==> config.mk <==
export PLATFORM = sky130hd
export DESIGN_NAME = snake_dir_ctrl
export DESIGN_NICKNAME = d
export VERILOG_FILES = /design/src/rtl/snake_dir_ctrl.sv
export SDC_FILE = /design/constraint.sdc
export NUM_CORES = 1
export LEC_CHECK = 0
export BUFFER_PORTS_ARGS = -buffer_cell sky130_fd_sc_hd__buf_2
export CAP_MARGIN = 20
export CORE_ASPECT_RATIO = 1.1
export CORE_UTILIZATION = 40
export DETAILED_ROUTE_END_ITERATION = 16
export PLACE_DENSITY = 0.54
export SLEW_MARGIN = 20
export SYNTH_ARGS = -nofsm -noshare
export SYNTH_HDL_FRONTEND = slang
export SYNTH_SLANG_ARGS = --single-unit
==> constraint.sdc <==
create_clock -name uclk -period 10.7 [get_ports uclk]
set_clock_uncertainty 0.1 [all_clocks]
set_input_delay 0.535 -clock uclk [delete_from_list [all_inputs] [get_ports uclk]]
set_output_delay 0.535 -clock uclk [all_outputs]
set_load 0.05 [all_outputs]
==> src/rtl/snake_dir_ctrl.sv <==
// rtl/snake_dir_ctrl.sv - button front end, reversal filter and step pacer producing accion/mover
// Build macro SNAKE_REVERSE_BLOCK_EN: when defined, presses opposite to the committed direction are dropped.
module snake_dir_ctrl #(
  parameter int unsigned DEBOUNCE_CYCLES = 250000,
  parameter int unsigned STEP_PERIOD     = 2500000,
  parameter int unsigned STEP_MIN        = 500000,
  parameter int unsigned STEP_DEC        = 100000,
  parameter int unsigned CNT_W           = 24
) (
  input  logic       uclk,
  input  logic       rst,
  input  logic       btn_up,
  input  logic       btn_down,
  input  logic       btn_left,
  input  logic       btn_right,
  input  logic       speedup,
  input  logic       game_reset,
  output logic [2:0] accion,
  output logic       mover,
  output logic       running
);

  typedef enum logic [2:0] {
    DIR_NONE  = 3'd0,
    DIR_UP    = 3'd1,
    DIR_DOWN  = 3'd2,
    DIR_LEFT  = 3'd3,
    DIR_RIGHT = 3'd4
  } dir_t;

  typedef enum logic {
    S_IDLE = 1'b0,
    S_RUN  = 1'b1
  } state_t;

  localparam logic [CNT_W-1:0] DEB_LAST    = CNT_W'(DEBOUNCE_CYCLES - 1);
  localparam logic [CNT_W-1:0] PERIOD_INIT = CNT_W'(STEP_PERIOD);
  localparam logic [CNT_W-1:0] PERIOD_MIN  = CNT_W'(STEP_MIN);
  localparam logic [CNT_W:0]   PERIOD_DEC  = (CNT_W+1)'(STEP_DEC);
  localparam logic [CNT_W-1:0] RELOAD_INIT = PERIOD_INIT - 1'b1;

  // Button vectors are ordered by priority: bit 0 up, 1 down, 2 left, 3 right.
  logic [3:0]       btn_raw;
  logic [3:0]       sync1_q, sync1_d;
  logic [3:0]       sync2_q, sync2_d;
  logic [CNT_W-1:0] deb_cnt_q [4];
  logic [CNT_W-1:0] deb_cnt_d [4];
  logic [3:0]       deb_q, deb_d;
  logic [3:0]       deb_prev_q, deb_prev_d;
  logic [3:0]       press_q, press_d;

  logic [3:0]       accept;
  logic             has_press;
  dir_t             pick;
  logic [CNT_W:0]   dec_diff;
  logic [CNT_W-1:0] period_dec;

  state_t           state_q, state_d;
  logic [CNT_W-1:0] step_cnt_q, step_cnt_d;
  logic [CNT_W-1:0] period_q, period_d;
  dir_t             accion_q, accion_d;
  dir_t             next_dir_q, next_dir_d;
  logic             mover_q, mover_d;

  assign btn_raw = {btn_right, btn_left, btn_down, btn_up};

  always_comb begin
    sync1_d    = btn_raw;
    sync2_d    = sync1_q;
    deb_prev_d = deb_q;
    press_d    = deb_q & ~deb_prev_q;
  end

  // Any cycle where the synchronised input agrees with the debounced level restarts the count.
  always_comb begin
    deb_d = deb_q;
    for (int i = 0; i < 4; i++) begin
      deb_cnt_d[i] = '0;
      if (sync2_q[i] != deb_q[i]) begin
        if (deb_cnt_q[i] == DEB_LAST) begin
          deb_d[i] = sync2_q[i];
        end else begin
          deb_cnt_d[i] = deb_cnt_q[i] + 1'b1;
        end
      end
    end
  end

  always_comb begin
`ifdef SNAKE_REVERSE_BLOCK_EN
    accept[0] = press_q[0] && (accion_q != DIR_DOWN);
    accept[1] = press_q[1] && (accion_q != DIR_UP);
    accept[2] = press_q[2] && (accion_q != DIR_RIGHT);
    accept[3] = press_q[3] && (accion_q != DIR_LEFT);
`else
    accept = press_q;
`endif
    has_press = |accept;
    pick      = DIR_NONE;
    if (accept[0]) begin
      pick = DIR_UP;
    end else if (accept[1]) begin
      pick = DIR_DOWN;
    end else if (accept[2]) begin
      pick = DIR_LEFT;
    end else if (accept[3]) begin
      pick = DIR_RIGHT;
    end
  end

  // One extra bit so a period below STEP_DEC shows up as a borrow instead of wrapping.
  always_comb begin
    dec_diff = {1'b0, period_q} - PERIOD_DEC;
    if (dec_diff[CNT_W] || (dec_diff < {1'b0, PERIOD_MIN})) begin
      period_dec = PERIOD_MIN;
    end else begin
      period_dec = dec_diff[CNT_W-1:0];
    end
  end

  always_comb begin
    state_d    = state_q;
    step_cnt_d = step_cnt_q;
    period_d   = period_q;
    accion_d   = accion_q;
    next_dir_d = next_dir_q;
    mover_d    = 1'b0;

    if (speedup) begin
      period_d = period_dec;
    end
    if (has_press) begin
      next_dir_d = pick;
    end

    case (state_q)
      S_IDLE: begin
        step_cnt_d = period_q - 1'b1;
        if (has_press) begin
          state_d = S_RUN;
        end
      end
      S_RUN: begin
        if (step_cnt_q == '0) begin
          step_cnt_d = period_q - 1'b1;
          mover_d    = 1'b1;
          accion_d   = next_dir_q;
        end else begin
          step_cnt_d = step_cnt_q - 1'b1;
        end
      end
      default: begin
        state_d = S_IDLE;
      end
    endcase

    // Restart from the game wins over presses, strobes and speedups alike.
    if (game_reset) begin
      state_d    = S_IDLE;
      step_cnt_d = RELOAD_INIT;
      period_d   = PERIOD_INIT;
      accion_d   = DIR_NONE;
      next_dir_d = DIR_NONE;
      mover_d    = 1'b0;
    end
  end

  always_ff @(posedge uclk or posedge rst) begin
    if (rst) begin
      sync1_q    <= '0;
      sync2_q    <= '0;
      deb_q      <= '0;
      deb_prev_q <= '0;
      press_q    <= '0;
      for (int i = 0; i < 4; i++) begin
        deb_cnt_q[i] <= '0;
      end
    end else begin
      sync1_q    <= sync1_d;
      sync2_q    <= sync2_d;
      deb_q      <= deb_d;
      deb_prev_q <= deb_prev_d;
      press_q    <= press_d;
      for (int i = 0; i < 4; i++) begin
        deb_cnt_q[i] <= deb_cnt_d[i];
      end
    end
  end

  always_ff @(posedge uclk or posedge rst) begin
    if (rst) begin
      state_q    <= S_IDLE;
      step_cnt_q <= RELOAD_INIT;
      period_q   <= PERIOD_INIT;
      accion_q   <= DIR_NONE;
      next_dir_q <= DIR_NONE;
      mover_q    <= 1'b0;
    end else begin
      state_q    <= state_d;
      step_cnt_q <= step_cnt_d;
      period_q   <= period_d;
      accion_q   <= accion_d;
      next_dir_q <= next_dir_d;
      mover_q    <= mover_d;
    end
  end

  assign accion  = accion_q;
  assign mover   = mover_q;
  assign running = (state_q == S_RUN);

endmodule

Word level (Yosys, flattened, before mapping)
Index checks and enable logic that the tools add are counted.
{"block": "classes", "bitwise": 3, "n_reduce_logical": 12, "n_addsub": 7, "n_lt_le_gt_ge": 1, "muxes": 29, "n_eq_ne": 8}
{"op": "$mux 24", "n": 13}
{"op": "$add 24x1->24 const B", "n": 4}
{"op": "$eq 24x18->1 const B", "n": 4}
{"op": "$pmux 24 s2", "n": 1}
{"op": "$sub 24x1->24 const B", "n": 2}
{"op": "$mux 3", "n": 9}
{"op": "$lt 25x19->1 const B", "n": 1}
{"op": "$sub 24x17->25 const B", "n": 1}
{"op": "$logic_not 24->1", "n": 1}
{"op": "$reduce_and 2->1", "n": 5}
{"op": "$reduce_bool 2->1", "n": 4}
{"op": "$mux 1", "n": 6}
{"op": "$and 4x4->4", "n": 1}
{"op": "$ne 1x1->1", "n": 4}
{"op": "$not 4->4", "n": 1}
{"op": "$reduce_or 4->1", "n": 1}
{"op": "$logic_or 1x1->1", "n": 1}
{"op": "$not 1->1", "n": 1}
{"block": "totals", "ff_bits": 172, "in_bits": 8, "output_inout_bits": 5}

Depth between registers and ports, before layout
{"block": "depth", "ltp_word": 6, "depth_mapped": 10}

Worst setup path after synthesis
OpenSTA, ideal clock, no wires.
{"block": "synth_path", "path_kind": "register -> register", "startpoint": "reg period_q[5]", "endpoint": "reg period_q[17]", "setup_time_ns": 0.084, "setup_slack_ns": 7.975, "n_path_buf": 0, "path_stages_with_launch": 9, "t_arrival_ns": 2.540, "cell_sequence": "dfstp_2 inv_1 ha_1 nor2b_1 o21bai_1 a21oi_2 mux2_2 or3_2 o32a_2"}
{"block": "synth_via", "elab_chain_len": 6}
{"element": "from (decl)", "line": "60", "text": "logic [CNT_W-1:0] period_q, period_d;"}
{"element": "from (signal assigned)", "line": "201", "text": "period_q <= period_d;"}
{"element": "$sub 24x17->25 (*)", "line": "113", "text": "dec_diff = {1'b0, period_q} - PERIOD_DEC;"}
{"element": "$lt 25x19->1", "line": "114", "text": "if (dec_diff[CNT_W] || (dec_diff < {1'b0, PERIOD_MIN})) begin"}
{"element": "$logic_or 1x1->1", "line": "114"}
{"element": "$mux 24 (*)", "line": "114"}
{"element": "$mux 24 (*)", "line": "129", "text": "if (speedup) begin"}
{"element": "$mux 24 (*)", "line": "158", "text": "if (game_reset) begin"}
Every way passes the cells marked *; elsewhere a longest branch is shown, timed or not. The select of a mux whose other input is x is not followed.
A chain may end at the register's enable or synchronous reset.

Worst setup path in the final report
{"block": "layout_path", "startpoint": "reg period_q[5]", "endpoint": "reg period_q[6]"}
Same word-level chain as after synthesis.

==> results.yml <==
yosys:
  synth_nets: 917
  avgSynthCellArea_um2: 9.51
  synthFlopType: "dfrtp_1"
  synthTopCellsByCount: "160 x nor2_1, 147 x dfrtp_1, 69 x nand2_1"
  post-synth-top-count-cell: "nor2_1"
  yosysTopAreaCellShare_pct: 43.0
  seq_area_frac_synth_pct: 49.1
  yosys_register_bits: 167
  ys_types: 69
  ys_warn_count: 0
  async_flop_share_pct: 100
  synth_top_area_cell: "dfrtp_1"
  syn_inst: 900
  synth_edf_count: 0
  synth_area_um2: 8560
  synth.top_cells.by_area: "dfrtp_1 43%, nor2_1 7.0%, xor2_1 7.0%"
worst_setup_path:
  startpoint_type: "register"
  r2r-start: "period_q[5]"
  worst-path-stages: 9
  timing_worst_setup_path_type: "reg2reg"
  required_ns: 10.87
  r2r_slack_ns: 7.35
  path_cells: "inv_1 > ha_1 > nor2b_1 > nor2_1 > nor4b_1 > a21oi_1 > a2111oi_0 > o311a_1 > o32ai_1"
  crit_slowest_cell: "o311a_1"
  crit_path_max_incr_delay_ns: 0.61
  cp_num_buf_inv: 1
  ff2ff_path_depth: 9
  arrival_ns: 3.52
  critPathCaptureType: "register"
  reg2reg_to: "period_q[6]"
  cp-endpoint: "period_q[6]"
  startpoint: "period_q[5]"
  cp_max_fo: 14
  crit_family: "compound AO/OA/AOI/OAI gates"
cells_and_area:
  stdcell_area_um2: 9430
  drive_above_1_share_pct: 10.7
  final_util_pct: 45.4
  fin_nets: 911
  num-fill-cells: 2051
  area_growth_pct: 10.2
  n_antenna_cell: 0
clocking:
  post_cts_buffers: 0
  cts_tree: "done"
  cts_buffers: 17
  cts.sinks: 167
  htree_levels: 4
  cts-resized-gates: 0
  cts_hold_buf: 0
  worst_skew_pair.late_latency_ns: 0.43
  clk_pin_slew_worst_paths_ns: 0.07
  clock_path_buffers: 2
  cts_root_buffer: "clkbuf_16"
grt:
  use_met1_pct: 21.9
  grt_pass1_wl_um: 29700
  antenna_found_initial: 0
  grt_max_degree: 108
  globalRouteMet2Util_pct: 28.5
  grt_usage_pct: 16.9
  busiest_layer: "met2"
  grt_pass1_vias: 6116
  grt-ovfl-total: 0
  grt.met3_usage_pct: 3.23
placement:
  dp_hpwl_um: 11200
  place_congestion: 0.817
  port_buffers: 12
  placed_area_um2: 8830
  dp_slack_ns: 7.36
floorplan:
  ios: 13
  dieArea_um2: 22000
  start_util_pct: 41.2
  core_um2: 20800
  rows: 55
  dieWidth_um: 141
  die_height_um: 155
power:
  power_density_nw_per_um2: 147
  p_leak_nw: 3.96
  vdd_drop_max_mv: 0.100
detailed_routing:
  drc_errors: 0
  drt-initial-drc-count: 238
  first_pass_iters: 4
  vias: 6147
  routed_wl_um: 16900
  route.detailed.wl_per_inst_um: 14.2
  drt-vias-per-instance: 5.16
  ant_nets: 0
timing:
  max_freq_ghz: 0.299
  grt_setup_unrepaired: "no"
  worstMarginPinSlew_ns: 0.961
  slew-limit-headroom_pct: 36.0
  finalSetupTns_ns: 0
  layout_setup_ws_ns: 7.35
  period_share_pct: 31.3
  fin_crit_ns: 3.35
  hold_viol: 0
  setup_viol: 0
  finalMaxSlewViolations: 0
run:
  maxCapViolCount: 0
outcome:
  status: "finished, final reports clean"
hold_path:
  hold_class: "in2reg"
[how the worst min path moves through the flow]
stage / slack, ns / startpoint / to / cells past startpoint
CTS: 0.09 / btn_up / sync1_q[0] / 1
global placement: 0.23 / sync1_q[0] / sync2_q[0] / 0
finish: 0.11 / btn_up / sync1_q[0] / 1
detailed placement: 0.24 / sync1_q[3] / sync2_q[3] / 0
floorplan: 0.23 / sync1_q[0] / sync2_q[0] / 0
global route: 0.09 / btn_up / sync1_q[0] / 1
[per-stage QoR]
step | power (mW) | std cells | hold slack [ns]
5_1_grt | 1.45 | 1192 | 0.0932
2_1_floorplan | 0.766 | 900 | 0.231
3_3_place_gp | 0.791 | 1160 | 0.232
6_report | 1.39 | 1192 | 0.111
3_5_place_dp | 0.791 | 1160 | 0.237
4_1_cts | 1.42 | 1192 | 0.0863
[sequential cells by signal, indices dropped and copies added, names as in the netlist]
name        flops
sync1_q         4
period_q       19
accion          3
deb_prev_d      4
deb_cnt_q      96
running         1
next_dir_q      3
deb_prev_q      4
sync2_q         4
mover           1
accept          4
step_cnt_q     24
[cells in the final DEF (no fill, tap or decap), types with 4 or more instances in the layout]
cell type  netlist  layout
nor3_1          28      28
nand2_1         69      69
xor2_1          68      68
nand3_1         50      50
inv_6            0       5
xnor2_1         47      47
nor2b_1          8       8
clkbuf_16        0      19
and3_1          20      20
and4_1           9       9
nor2_1         160     160
mux2_2           6       6
buf_2            8      12
dfrtp_1        147     147
or3_1           12      12
o32a_1           4       4
a211oi_1        10      10
inv_1           20      19
nor4b_1          6       6
mux2i_1          4       4
o31ai_1          4       4
ha_1             9       9
nand2b_1         5       5
o21ai_0         20      20
inv_8            0       4
nand4_1         17      17
a21oi_1         32      32
dfstp_2         20      20
or4_1            5       5
nand3b_1         4       4
nor4_1          16      16
[cell families after synthesis]
logic type / after synthesis / synth area share, %
fa+ha+maj: 9 / 1.32
xor+xnor: 115 / 11.8
compound gates: 105 / 8.24
mux: 10 / 1.26
buf+inv: 60 / 2.97
flops: 167 / 49.1
simple gates: 434 / 25.3
[metal layers]
layer  vias up  routed length [um]
li1       3101                   -
met1      2985                8030
met2        43                8330
met3        18                 333
met4         0                 206
met5         -                   0
[layout make-up]
class	count	area, um^2	share of cell area (%)
Timing Repair Buffer	15	82.6	0.875
Clock buffer	19	475	5.04
Inverter	20	82.6	0.875
Clock inverter	13	119	1.26
Tap cell	285	357	3.78
Sequential cell	167	4200	44.6
Multi-Input combinational cell	673	4110	43.6
[power breakdown]
part	switching [mW]	total [mW]	internal [mW]	leakage (nW)
Combinational	0.0611	0.0979	0.0368	1.44
Clock	0.276	0.611	0.335	0.295
Sequential	0.0281	0.680	0.652	2.23
Power figures use the tool's default switching activity.
